===== src/rtl/mc_test_sequencer_if.sv =====
// Avalon-MM slave bundle between the HPS bridge and the multicycle test
// sequencer. The bridge side uses the master modport and the sequencer uses
// the slave modport.
interface mc_test_sequencer_if;
  logic [2:0]  avs_address;
  logic        avs_write;
  logic [31:0] avs_writedata;
  logic        avs_read;
  logic [31:0] avs_readdata;

  modport master (
    output avs_address,
    output avs_write,
    output avs_writedata,
    output avs_read,
    input  avs_readdata
  );

  modport slave (
    input  avs_address,
    input  avs_write,
    input  avs_writedata,
    input  avs_read,
    output avs_readdata
  );
endinterface


===== src/rtl/mc_test_sequencer.sv =====
// Multicycle test sequencer for the MSDF adder path. It launches LFSR operand
// pairs at a programmable spacing and samples the datapath result a
// programmable number of cycles after each launch. The samples fold into a
// rotate-xor checksum. Every output is driven from a flop, so launch and the
// operands are predicted one cycle ahead from the next-state logic.
module mc_test_sequencer #(
  parameter int WIDTH   = 32,
  parameter int CNT_W   = 16,
  parameter int MAX_LAT = 15
) (
  input  logic               pll_clock,
  input  logic               reset_n,
  mc_test_sequencer_if.slave avs,
  output logic [WIDTH-1:0]   op_a,
  output logic [WIDTH-1:0]   op_b,
  output logic               launch,
  input  logic [WIDTH-1:0]   result_in,
  output logic               busy,
  output logic               done_irq
);

  localparam logic [31:0] LFSR_POLY = 32'h8020_0003;

  typedef enum logic [1:0] {
    ST_IDLE  = 2'd0,
    ST_ISSUE = 2'd1,
    ST_DRAIN = 2'd2,
    ST_DONE  = 2'd3
  } state_e;

  // Galois LFSR step: shift right, fold in the polynomial when bit 0 leaves
  function automatic logic [31:0] lfsr_step(input logic [31:0] s);
    logic [31:0] fb;
    fb = s[0] ? LFSR_POLY : 32'h0000_0000;
    return (s >> 1) ^ fb;
  endfunction

  // Full 32-bit bit reversal used to derive operand B
  function automatic logic [31:0] bit_rev32(input logic [31:0] s);
    logic [31:0] r;
    for (int i = 0; i < 32; i++) begin
      r[i] = s[31-i];
    end
    return r;
  endfunction

  // Rotate left by one for the checksum fold
  function automatic logic [31:0] rotl1(input logic [31:0] c);
    return {c[30:0], c[31]};
  endfunction

  // Configuration registers (raw values as written)
  logic [CNT_W-1:0]   count_r;
  logic [3:0]         latency_r;
  logic [3:0]         spacing_r;
  logic [31:0]        seed_r;

  // Run state
  state_e             state_r, state_nxt_s;
  logic [3:0]         spc_r, spc_nxt_s;
  logic [CNT_W-1:0]   issued_r, issued_nxt_s;
  logic [CNT_W-1:0]   captured_r, captured_nxt_s;
  logic [31:0]        checksum_r, checksum_nxt_s;
  logic [MAX_LAT-1:0] tag_r, tag_nxt_s;
  logic [31:0]        lfsr_r, lfsr_base_s, rev_s;
  logic               launch_r, launch_nxt_s;
  logic [WIDTH-1:0]   op_a_r, op_b_r;
  logic               busy_r, done_irq_r, done_nxt_s;
  logic [31:0]        readdata_r, rd_mux_s;

  // Bus decode and sanitised settings
  logic               wr_ctrl_s, start_req_s, clr_req_s, cfg_wr_s, sample_s;
  logic [3:0]         lat_eff_s, spc_eff_s, tap_s;
  logic [31:0]        seed_eff_s;

  assign op_a             = op_a_r;
  assign op_b             = op_b_r;
  assign launch           = launch_r;
  assign busy             = busy_r;
  assign done_irq         = done_irq_r;
  assign avs.avs_readdata = readdata_r;

  assign wr_ctrl_s   = avs.avs_write && (avs.avs_address == 3'd0);
  assign start_req_s = wr_ctrl_s && avs.avs_writedata[0];
  assign clr_req_s   = wr_ctrl_s && avs.avs_writedata[1];
  assign cfg_wr_s    = avs.avs_write && !busy_r;
  assign rev_s       = bit_rev32(lfsr_base_s);

  // Zero settings are treated as one; latency is clamped to the tag pipe depth
  always_comb begin
    lat_eff_s  = (latency_r == 4'd0) ? 4'd1 : latency_r;
    spc_eff_s  = (spacing_r == 4'd0) ? 4'd1 : spacing_r;
    seed_eff_s = (seed_r == 32'd0) ? 32'd1 : seed_r;
    if (lat_eff_s > 4'(MAX_LAT)) begin
      tap_s = 4'(MAX_LAT - 1);
    end else begin
      tap_s = lat_eff_s - 4'd1;
    end
  end

  // A tag at tap_s marks the cycle exactly LATENCY cycles after its launch
  assign sample_s = tag_r[tap_s] && ((state_r == ST_ISSUE) || (state_r == ST_DRAIN));

  // Configuration register writes, frozen while a run is in progress
  always_ff @(posedge pll_clock or negedge reset_n) begin
    if (!reset_n) begin
      count_r   <= '0;
      latency_r <= 4'd1;
      spacing_r <= 4'd2;
      seed_r    <= 32'd1;
    end else if (cfg_wr_s) begin
      case (avs.avs_address)
        3'd2:    count_r   <= avs.avs_writedata[CNT_W-1:0];
        3'd3:    latency_r <= avs.avs_writedata[3:0];
        3'd4:    spacing_r <= avs.avs_writedata[3:0];
        3'd5:    seed_r    <= avs.avs_writedata;
        default: ;
      endcase
    end
  end

  // Next-state logic: sequencing, launch prediction, capture fold
  always_comb begin
    state_nxt_s    = state_r;
    spc_nxt_s      = spc_r;
    issued_nxt_s   = issued_r;
    captured_nxt_s = captured_r;
    checksum_nxt_s = checksum_r;
    tag_nxt_s      = {tag_r[MAX_LAT-2:0], launch_r};
    lfsr_base_s    = lfsr_r;

    if (sample_s) begin
      checksum_nxt_s = rotl1(checksum_r) ^ 32'(result_in);
      captured_nxt_s = captured_r + 1'b1;
    end else begin
      checksum_nxt_s = checksum_r;
    end

    case (state_r)
      ST_IDLE: begin
        if (start_req_s) begin
          lfsr_base_s    = seed_eff_s;
          checksum_nxt_s = 32'd0;
          issued_nxt_s   = '0;
          captured_nxt_s = '0;
          tag_nxt_s      = '0;
          spc_nxt_s      = 4'd0;
          state_nxt_s    = (count_r == '0) ? ST_DONE : ST_ISSUE;
        end else begin
          state_nxt_s = ST_IDLE;
        end
      end
      ST_ISSUE: begin
        if (launch_r) begin
          issued_nxt_s = issued_r + 1'b1;
          spc_nxt_s    = spc_eff_s - 4'd1;
          if (issued_nxt_s == count_r) begin
            state_nxt_s = ST_DRAIN;
          end else begin
            state_nxt_s = ST_ISSUE;
          end
        end else begin
          spc_nxt_s = spc_r - 4'd1;
        end
      end
      ST_DRAIN: begin
        if (captured_r == count_r) begin
          state_nxt_s = ST_DONE;
        end else begin
          state_nxt_s = ST_DRAIN;
        end
      end
      ST_DONE: state_nxt_s = ST_IDLE;
      default: state_nxt_s = ST_IDLE;
    endcase

    launch_nxt_s = (state_nxt_s == ST_ISSUE) && (spc_nxt_s == 4'd0);
  end

  // done_irq: set on completion, cleared by CTRL bit1, otherwise sticky
  always_comb begin
    if (state_r == ST_DONE) begin
      done_nxt_s = 1'b1;
    end else if (clr_req_s) begin
      done_nxt_s = 1'b0;
    end else begin
      done_nxt_s = done_irq_r;
    end
  end

  // Run state, operand and status registers
  always_ff @(posedge pll_clock or negedge reset_n) begin
    if (!reset_n) begin
      state_r    <= ST_IDLE;
      spc_r      <= 4'd0;
      issued_r   <= '0;
      captured_r <= '0;
      checksum_r <= 32'd0;
      tag_r      <= '0;
      lfsr_r     <= 32'd0;
      launch_r   <= 1'b0;
      op_a_r     <= '0;
      op_b_r     <= '0;
      busy_r     <= 1'b0;
      done_irq_r <= 1'b0;
    end else begin
      state_r    <= state_nxt_s;
      spc_r      <= spc_nxt_s;
      issued_r   <= issued_nxt_s;
      captured_r <= captured_nxt_s;
      checksum_r <= checksum_nxt_s;
      tag_r      <= tag_nxt_s;
      launch_r   <= launch_nxt_s;
      busy_r     <= (state_nxt_s == ST_ISSUE) || (state_nxt_s == ST_DRAIN);
      done_irq_r <= done_nxt_s;
      if (launch_nxt_s) begin
        op_a_r <= lfsr_base_s[WIDTH-1:0];
        op_b_r <= rev_s[WIDTH-1:0];
        lfsr_r <= lfsr_step(lfsr_base_s);
      end else begin
        lfsr_r <= lfsr_base_s;
      end
    end
  end

  // Read multiplexer; unmapped bits read as zero
  always_comb begin
    case (avs.avs_address)
      3'd0:    rd_mux_s = 32'd0;
      3'd1:    rd_mux_s = {30'd0, done_irq_r, busy_r};
      3'd2:    rd_mux_s = 32'(count_r);
      3'd3:    rd_mux_s = {28'd0, latency_r};
      3'd4:    rd_mux_s = {28'd0, spacing_r};
      3'd5:    rd_mux_s = seed_r;
      3'd6:    rd_mux_s = checksum_r;
      3'd7:    rd_mux_s = {16'(captured_r), 16'(issued_r)};
      default: rd_mux_s = 32'd0;
    endcase
  end

  // Registered read data, one cycle after the read strobe
  always_ff @(posedge pll_clock or negedge reset_n) begin
    if (!reset_n) begin
      readdata_r <= 32'd0;
    end else if (avs.avs_read) begin
      readdata_r <= rd_mux_s;
    end
  end

endmodule


===== src/flat_wrapper.sv =====
// flat-port wrapper written by rule: the top's interface ports become plain ports
module mc_test_sequencer_flat 
#(
  parameter int WIDTH   = 32,
  parameter int CNT_W   = 16,
  parameter int MAX_LAT = 15
)
  (pll_clock, reset_n, op_a, op_b, launch, result_in, busy, done_irq, avs_avs_address, avs_avs_write, avs_avs_writedata, avs_avs_read, avs_avs_readdata);
  mc_test_sequencer_if avs_i ();
  input  logic pll_clock;
  input  logic reset_n;
  output logic [WIDTH-1:0] op_a;
  output logic [WIDTH-1:0] op_b;
  output logic launch;
  input  logic [WIDTH-1:0] result_in;
  output logic busy;
  output logic done_irq;
  input wire logic [$bits(avs_i.avs_address)-1:0] avs_avs_address;
  input wire logic [$bits(avs_i.avs_write)-1:0] avs_avs_write;
  input wire logic [$bits(avs_i.avs_writedata)-1:0] avs_avs_writedata;
  input wire logic [$bits(avs_i.avs_read)-1:0] avs_avs_read;
  output wire logic [$bits(avs_i.avs_readdata)-1:0] avs_avs_readdata;
  assign avs_i.avs_address = avs_avs_address;
  assign avs_i.avs_write = avs_avs_write;
  assign avs_i.avs_writedata = avs_avs_writedata;
  assign avs_i.avs_read = avs_avs_read;
  assign avs_avs_readdata = avs_i.avs_readdata;
  mc_test_sequencer #(.WIDTH(WIDTH), .CNT_W(CNT_W), .MAX_LAT(MAX_LAT)) u_core (.pll_clock(pll_clock), .reset_n(reset_n), .avs(avs_i), .op_a(op_a), .op_b(op_b), .launch(launch), .result_in(result_in), .busy(busy), .done_irq(done_irq));
endmodule

===== config.mk =====
export PLATFORM = sky130hd
export DESIGN_NAME = mc_test_sequencer_flat
export DESIGN_NICKNAME = d
export VERILOG_FILES = /design/src/rtl/mc_test_sequencer_if.sv /design/src/rtl/mc_test_sequencer.sv /design/src/flat_wrapper.sv
export SDC_FILE = /design/constraint.sdc
export NUM_CORES = 1
export LEC_CHECK = 0
export ABC_AREA = 1
export BUFFER_PORTS_ARGS = -buffer_cell sky130_fd_sc_hd__buf_2
export CAP_MARGIN = 20
export CELL_PAD_IN_SITES_DETAIL_PLACEMENT = 1
export CELL_PAD_IN_SITES_GLOBAL_PLACEMENT = 1
export CORE_ASPECT_RATIO = 0.9
export CORE_UTILIZATION = 43
export DETAILED_ROUTE_END_ITERATION = 6
export MAX_ROUTING_LAYER = met4
export PLACE_DENSITY_LB_ADDON = 0.1
export SETUP_SLACK_MARGIN = 0.2
export SLEW_MARGIN = 20
export SYNTH_ARGS = -nofsm -noshare
export SYNTH_HDL_FRONTEND = slang
export SYNTH_SLANG_ARGS = --single-unit

===== constraint.sdc =====
create_clock -name pll_clock -period 3.4 [get_ports pll_clock]
set_clock_uncertainty 0.15 [all_clocks]
set_input_delay 0.68 -clock pll_clock [delete_from_list [all_inputs] [get_ports pll_clock]]
set_output_delay 0.68 -clock pll_clock [all_outputs]
set_load 0.005 [all_outputs]

==> results of run 1 <==
-- logic make-up (layout without fill, tap and decap cells) --
kind of cell | after synthesis | in the layout | synth area share
AO/OA/AOI/OAI | 343 | 343 | 0.1591
XOR/XNOR | 29 | 29 | 0.02458
adder cells (fa/ha/maj) | 9 | 9 | 0.009335
buffers and inverters | 242 | 407 | 0.08775
flip-flops | 240 | 240 | 0.4982
multiplexers | 2 | 2 | 0.001763
AND/OR/NAND/NOR | 628 | 628 | 0.2193
-- where the power goes --
part	internal [mW]	leakage, nW	total (mW)	switching [mW]
clock	1.68	0.429	2.88	1.20
sequential	3.49	3.11	4.11	0.615
combinational	0.826	3.64	2.12	1.29
-- flip-flops by register name (all words and copies together) (netlist names), 15 cells and up --
register                 count
u_core.avs.avs_readdata     32
u_core.captured_r           16
u_core.checksum_r           32
u_core.count_r              16
u_core.issued_r             16
u_core.lfsr_r               32
u_core.op_b                 31
u_core.seed_r               32
u_core.tag_r                15
-- area by class of cell --
class                           count  share of cell area
Clock buffer                       39             0.05503
Clock inverter                      6            0.005137
Inverter                          147             0.03892
Multi-Input combinational cell   1011              0.3567
Sequential cell                   240              0.4185
Tap cell                          354             0.03082
Timing Repair Buffer              215             0.09491
-- layer usage --
layer / vias to the layer above / part of all wire
met5: - / 0
met4: 0 / 0.023
met3: 66 / 0.057
met2: 339 / 0.45
met1: 5582 / 0.47
li1: 5158 / -
-- path summary, 6_finish.rpt --
check,cells past startpoint,slack [ns],startpoint,to
min in group asynchronous,2,0.53,reset_n,u_core.checksum_r[4]
max,23,0.28,u_core.issued_r[0],u_core.lfsr_r[14]
max in group asynchronous,3,1.77,reset_n,u_core.lfsr_r[25]
min reg2reg,2,0.33,u_core.avs.avs_readdata[3],u_core.avs.avs_readdata[3]
max reg2reg,23,0.28,u_core.issued_r[0],u_core.lfsr_r[14]
min,3,0.18,avs_avs_writedata[27],u_core.seed_r[27]
-- repair_timing --
action	in CTS	in global routing
pin swaps	0	15
gates resized for setup	5	44
hold buffers	1	0
setup endpoints to repair	65	80
cloned	0	5
hold endpoints to repair	58	0
setup buffers	0	6
-- cell usage in the layout (no fill, tap or decap), types with 4 or more instances in the layout --
cell,instances
nand2_1,389
dfrtp_1,234
buf_2,168
o21ai_0,161
inv_1,138
nor2_1,100
a21oi_1,81
o22ai_1,44
or2_2,33
clkbuf_16,31
buf_4,31
nand3_1,29
xor2_1,22
nand4_1,18
a221oi_1,17
nor3_1,13
nand2_2,9
o21ai_1,9
nor4_1,8
a211oi_1,8
inv_2,7
clkbuf_8,7
nor2_2,6
ha_1,6
buf_12,6
nor2_4,5
clkbuf_1,5
xnor2_1,4
a22oi_1,4
a21o_1,4
buf_6,4
-- stage by stage --
stage	instances	cell area [um^2]
6_report	2012	14370
5_1_grt	2012	14370
4_1_cts	2001	14070
3_5_place_dp	1955	13190
3_3_place_gp	1955	13190
2_1_floorplan	1493	12060
-- critical path, delay by kind of cell (launching register included) --
family / cells / cell delay (ns)
compound gates: 2 / 0.34
fa+ha+maj: 2 / 0.36
buf+inv: 3 / 0.30
flops: 1 / 0.47
simple gates: 16 / 1.39
==> impl_metrics.toml, run 1 <==
[final_layout]
nets = 1722
final_util = 0.5275
multiInputGateArea_um2 = 5126
ff_latch_area_um2 = 6013
area_delta_synth_final_pct = 19.13
fill_cells = 3324
n_antenna_cell = 0
drive_above_1_share = 0.2051

[synth]
ys_ff_latch = 240
synth_seq_area_share = 0.4982
synthTopCellsByArea = "dfrtp_1, nand2_1, o21ai_0"
synth_area_um2 = 12060
yosys_warnings = 0
yosysMostFrequentCell = "nand2_1"
ys_types = 48
ys_top_cells_by_count = "nand2_1, dfrtp_1, o21ai_0"
synth_edf_count = 0
syn_avg_cell_area_um2 = 8.080
ys.flop_type = "dfrtp_1"
async_flop_share = 1.000
netlist.area_leader.share = 0.4917
synthCells = 1493
synth_nets = 1573
yosys.area.top_type = "dfrtp_1"

[sta]
relSlewSlack = 0.5079
min_period_ns = 3.123
setup_viol = 0
finalMaxSlewViolations = 0
rsz0062_at_grt = "true"
max_freq_ghz = 0.3202
hold_ws_ns = 0.1780
tightest_slew_ns = 0.7364
tns_ns = 0
fin_ws_ns = 0.2770
fin_crit_sh = 0.9185
final_hold_viol_count = 0

[floorplan]
core_um2 = 27240
die_x_um = 178.6
die_area_um2 = 28730
initial_core_util = 0.4428
rows = 57
die_y_um = 160.9
ioPinCount = 170

[placed_design]
io_buffers = 169
hpwl_um = 29500
dp_slack_ns = -0.05080
gp_congestion = 0.9545

[setup_path]
crit_chain = "ha_4, nand2_4, nor2_4, nand2_2, nor2_1, nand2_1, nand2_1, nand2_1, nand2_1, nand2_1, nor2_1, nand3_2, nand2_2, nand2_2, nand2_2, a21oi_2, ha_2, inv_2, nor2_4, nand2_4, inv_8, clkbuf_16, o21ai_0"
setup.worst_path.start_class = "flip-flop"
crit_slowest_cell = "dfrtp_2"
crit_fanout = 17
cpPeakStageDelay_ns = 0.47
end_kind = "flip-flop"
path_class = "flip-flop to flip-flop"
cp_data_required_time_ns = 3.69
worstPathArrival_ns = 3.42
cpMostUsedCell = "nand2_1"

[clock_tree]
cts_tree = "done"
clockBufferDepth = 3
clk_pin_slew_ns = 0.06
cts-root-buf = "clkbuf_16"
cts_sinks = 240
worst_skew_pair.late_latency_ns = 0.56
cts_made_buffers = 27
htreeDepth = 1

[grt]
met2_usage = 0.4397
met1_usage = 0.4244
antenna_found_initial = 0
grt_pass1_vias = 11240
busiest_layer = "met2"
grt_pass1_wl_um = 63300
grtUsageTotal = 0.2941
gr-total-overflow = 0
met3_usage = 0.03977
grt_max_degree = 67

[status]
status = "finished, final reports clean"

[detailed_routing]
wl_um = 41450
vias = 11150
vias_per_cell = 5.539
drc = 0
drtPass1Iterations = 5
wl_per_cell_um = 20.60
ant_nets = 0
initialDrtViolationCount = 768

[run]
max_cap_violations = 0

[power_and_ir_drop]
leakage_nw = 7.181
power_mw = 9.106
power-per-cell-area_nw_per_um2 = 633.7
max-vdd-ir-drop_mv = 0.3901

[hold_path]
hp-class = "input pin to flip-flop"
Note: power is estimated with default switching activity, not from simulation.
==> run 2, diff against run 1 <==
--- a/config.mk
+++ b/config.mk
@@ -6,13 +6,13 @@
 export NUM_CORES = 1
 export LEC_CHECK = 0
 export ABC_AREA = 1
-export BUFFER_PORTS_ARGS = -buffer_cell sky130_fd_sc_hd__buf_2
-export CAP_MARGIN = 20
+export CAP_MARGIN = 5
 export CELL_PAD_IN_SITES_DETAIL_PLACEMENT = 1
 export CELL_PAD_IN_SITES_GLOBAL_PLACEMENT = 1
 export CORE_ASPECT_RATIO = 0.9
-export CORE_UTILIZATION = 43
+export CORE_UTILIZATION = 47
 export DETAILED_ROUTE_END_ITERATION = 6
+export DONT_BUFFER_PORTS = 1
 export MAX_ROUTING_LAYER = met4
 export PLACE_DENSITY_LB_ADDON = 0.1
 export SETUP_SLACK_MARGIN = 0.2
==> impl_metrics.toml, run 2 (synthesis gave the netlist of run 1 again) <==
[detailed_routing]
vias_per_cell = 5.700
wl_per_cell_um = 21.99
ant_nets = 0
vias = 10450
wl_um = 40310
drc = 0
drtPass1Iterations = 5
initialDrtViolationCount = 806

[final_layout]
fill_cells = 2985
final_common_cell = "nand2_1"
n_antenna_cell = 0
final_cell_mix = "nand2_1, dfrtp_1, o21ai_0"
nets = 1551
design_area_um2 = 13650
ff_latch_area_um2 = 6013
final_util = 0.5419
drive_above_1_share = 0.1362
multiInputGateArea_um2 = 5164
area_delta_synth_final_pct = 13.15

[status]
status = "finished with violations"
failed_checks = "hold timing"

[placed_design]
hpwl_um = 27730
dp_slack_ns = 0.02571
io_buffers = 0
postPlaceCellArea_um2 = 12240
gp_congestion = 0.9075

[floorplan]
rows = 55
ioPinCount = 170
initial_core_util = 0.4789
die_x_um = 170.9
die_area_um2 = 26310
die_y_um = 154.0
core_um2 = 25190

[sta]
fin_crit_sh = 0.9018
min_period_ns = 3.066
finalMaxSlewViolations = 0
max_freq_ghz = 0.3261
rsz0062_at_grt = "true"
hold_ws_ns = -0.3093
final_hold_viol_count = 237
fin_ws_ns = 0.3338
relSlewSlack = 0.4122
tightest_slew_ns = 0.8817
setup_viol = 0
tns_ns = 0

[setup_path]
r2r-end = "u_core.lfsr_r[1]"
setup.worst_path.start_class = "flip-flop"
rr_worst_depth = 24
end_kind = "flip-flop"
critical_path_buf_inv_count = 3
critical_path_depth = 24
cpPeakStageDelay_ns = 0.39
cp_data_required_time_ns = 3.74
cpMostUsedCell = "nand2_1"
crit_fanout = 5
path_class = "flip-flop to flip-flop"
worstPathArrival_ns = 3.40
crit_chain = "ha_2, nand2_4, nor2_4, nand2_2, nor2_2, nand2_1, nand2_1, nand2_1, nand2_1, nand2_1, nor2_1, nand3_1, nand2_1, nand2_1, nand2_2, a21oi_2, ha_2, inv_2, nor2_4, nand2_4, inv_8, buf_12, or2_4, nand2_2"
crit_slowest_cell = "dfrtp_1"
rrSetupSlack_ns = 0.33
worstReg2RegStart = "u_core.issued_r[1]"
cp_top_family = "simple AND/OR/NAND/NOR gates"

[power_and_ir_drop]
power-per-cell-area_nw_per_um2 = 666.8
max-vdd-ir-drop_mv = 0.4575
leakage_nw = 6.427

[hold_path]
hp-class = "input pin to asynchronous set/reset pin"

[clock_tree]
cts_sinks = 240
htreeDepth = 1
cts_tree = "done"
cts_made_buffers = 26
worst_skew_pair.late_latency_ns = 0.55
cts-root-buf = "clkbuf_16"
clk_pin_slew_ns = 0.07
clockBufferDepth = 3

[grt]
grt_pass1_wl_um = 60770
antenna_found_initial = 0
grt_max_degree = 241
grt_pass1_vias = 10420
grtUsageTotal = 0.3096
gr-total-overflow = 0

[run]
max_cap_violations = 0
run 2: how the worst max path moves through the flow:
stage                        from                end  slack (ns)
2_1_floorplan  u_core.issued_r[0]  u_core.lfsr_r[10]        0.60
3_3_place_gp   u_core.issued_r[1]  u_core.lfsr_r[13]        0.31
3_5_place_dp   u_core.issued_r[1]     u_core.op_b[0]        0.03
4_1_cts        u_core.issued_r[0]   u_core.lfsr_r[1]        0.24
5_1_grt        u_core.issued_r[1]   u_core.lfsr_r[1]        0.14
6_report       u_core.issued_r[1]   u_core.lfsr_r[1]        0.33
run 2: where the power goes:
group | switching [mW] | internal [mW] | total [mW]
Combinational | 1.14 | 0.704 | 1.84
Clock | 1.23 | 1.89 | 3.12
Sequential | 0.646 | 3.49 | 4.14
Total | 3.02 | 6.09 | 9.10
run 2: stage by stage:
step / total power, mW / std cells
floorplan: 5.267 / 1493
global placement: 5.799 / 1766
detailed placement: 5.913 / 1766
CTS: 9.064 / 1814
global route: 9.575 / 1833
finish: 9.101 / 1833
run 2: layout make-up:
type	instances	share of cell area
flip-flops and latches	240	0.4406
multi-input cells	1011	0.3783
clock buffers	35	0.05601
inverters	147	0.04098
repair buffers	45	0.03868
well taps	342	0.03135
clock inverters	13	0.01412
run 2: metal layers:
layer	wire length [um]	vias to the layer above	global-route usage
met3	2463	59	0.04942
met4	770	0	0.06335
met5	0	-	-
met2	17920	290	0.4527
met1	19160	5281	0.4529
li1	-	4819	-
run 2: what timing repair did:
item / in CTS / in global routing
pin swaps: 0 / 21
gates cloned: 0 / 8
resized for setup: 6 / 69
setup buffers: 0 / 11
endpoints found under the setup margin: 64 / 70
endpoints found under the hold margin: 240 / 240
==> run 3, diff against run 2 <==
--- a/config.mk
+++ b/config.mk
@@ -15,8 +15,10 @@
 export DONT_BUFFER_PORTS = 1
 export MAX_ROUTING_LAYER = met4
 export PLACE_DENSITY_LB_ADDON = 0.1
+export RECOVER_POWER = 50
 export SETUP_SLACK_MARGIN = 0.2
 export SLEW_MARGIN = 20
 export SYNTH_ARGS = -nofsm -noshare
 export SYNTH_HDL_FRONTEND = slang
 export SYNTH_SLANG_ARGS = --single-unit
+export TNS_END_PERCENT = 1
==> impl_metrics.toml, run 3 (synthesis gave the netlist of run 1 again) <==
[status]
status = "finished with violations"
failed_checks = "hold timing"

[final_layout]
ff_latch_area_um2 = 6013
drive_above_1_share = 0.1091
fill_cells = 3011
nets = 1545
final_common_cell = "nand2_1"
multiInputGateArea_um2 = 5070
final_cell_mix = "nand2_1, dfrtp_1, o21ai_0"
n_antenna_cell = 0
area_delta_synth_final_pct = 11.57
final_util = 0.5343

[setup_path]
worstReg2RegStart = "u_core.issued_r[1]"
setup.worst_path.start_class = "flip-flop"
worstPathArrival_ns = 3.36
rrSetupSlack_ns = 0.33
end_kind = "flip-flop"
crit_fanout = 11
cp_data_required_time_ns = 3.69
path_class = "flip-flop to flip-flop"
rr_worst_depth = 18
r2r-end = "u_core.op_b[18]"
worstSetupStartpoint = "u_core.issued_r[1]"
critPathCapture = "u_core.op_b[18]"

[clock_tree]
clk_pin_slew_ns = 0.06
cts_made_buffers = 26
cts-root-buf = "clkbuf_16"
cts_sinks = 240
clockBufferDepth = 3
cts_tree = "done"
htreeDepth = 1
worst_skew_pair.late_latency_ns = 0.55

[power_and_ir_drop]
leakage_nw = 6.345
max-vdd-ir-drop_mv = 0.5103
power-per-cell-area_nw_per_um2 = 674.3

[sta]
relSlewSlack = 0.3260
tns_ns = 0
fin_ws_ns = 0.3291
tightest_slew_ns = 1.003
max_freq_ghz = 0.3256
rsz0062_at_grt = "true"
fin_crit_sh = 0.9032
min_period_ns = 3.071
hold_ws_ns = -0.3103
setup_viol = 0
final_hold_viol_count = 237
finalMaxSlewViolations = 0

[grt]
antenna_found_initial = 0
gr-total-overflow = 0
grt_pass1_wl_um = 60740
grt_max_degree = 241
grt_pass1_vias = 10410
grtUsageTotal = 0.3095

[detailed_routing]
vias = 10390
ant_nets = 0
drc = 0
vias_per_cell = 5.685
wl_um = 40110
wl_per_cell_um = 21.95
initialDrtViolationCount = 715
drtPass1Iterations = 4

[placed_design]
dp_slack_ns = 0.02571
gp_congestion = 0.9075
io_buffers = 0
hpwl_um = 27730

[floorplan]
die_area_um2 = 26310
core_um2 = 25190
ioPinCount = 170
die_y_um = 154.0
initial_core_util = 0.4789
die_x_um = 170.9
rows = 55

[hold_path]
hp-class = "input pin to asynchronous set/reset pin"

[run]
max_cap_violations = 0
run 3: changes by cell type in the layout (fill, tap and decap cells not counted), sizes merged:
cell,delta
buf,-9
clkbuf,+3
run 3: area by class of cell:
type | instances | area share
timing repair buffer | 39 | 0.03198
inverter | 147 | 0.04156
tap | 342 | 0.03180
sequential | 240 | 0.4468
clock buffer | 35 | 0.05681
clock inverter | 13 | 0.01432
multi-input combinational | 1011 | 0.3767
run 3: worst max-delay path: stages (launching register included):
cell and delay (ns):
dfrtp_1 0.39, ha_2 0.23, nand2_4 0.08, nor2_1 0.16, nand3_1 0.17, xnor3_1 0.25
nand2_1 0.09, nor2_1 0.04, nand3_1 0.11, nand2_1 0.08, o21ai_1 0.23, ha_2 0.23
inv_2 0.04, nor2_4 0.12, nand2_4 0.12, buf_4 0.19, clkbuf_16 0.16, nand2_1 0.06
nand2_1 0.06
run 3: through the flow:
step                hold WS [ns]  instance area [um^2]  cells  power (mW)
floorplan                 0.2344                 12060   1493       5.267
global placement          0.2428                 12240   1766       5.799
detailed placement        0.2405                 12240   1766       5.913
CTS                      -0.3265                 13200   1814       9.064
global route             -0.3260                 13460   1827       9.546
finish                   -0.3103                 13460   1827       9.075
run 3: worst min path at each step:
stage	startpoint	to	slack, ns	cells past startpoint
floorplan	reset_n	u_core.avs.avs_readdata[0]	0.23	0
global placement	reset_n	u_core.tag_r[7]	0.24	0
detailed placement	reset_n	u_core.tag_r[8]	0.24	0
CTS	reset_n	u_core.seed_r[19]	-0.33	0
global route	reset_n	u_core.tag_r[9]	-0.33	0
finish	reset_n	u_core.tag_r[9]	-0.31	0
run 3: metal layers:
layer / vias up / part of all wire / track usage
met2: 293 / 0.44 / 0.4525
met3: 61 / 0.063 / 0.04942
met1: 5227 / 0.47 / 0.4527
li1: 4805 / - / -
met5: - / 0 / -
met4: 0 / 0.020 / 0.06335
run 3: what timing repair did:
action,4_1_cts,5_1_grt
setup endpoints to repair,64,70
pin swaps,0,13
endpoints found under the hold margin,240,240
gates resized for setup,3,33
cloned,0,6
setup buffers,0,7
run 3: where the power goes:
part	total, mW	switching, mW	leakage, nW	internal [mW]
clock	3.13	1.24	0.467	1.89
combinational	1.81	1.12	2.77	0.696
sequential	4.13	0.642	3.11	3.49
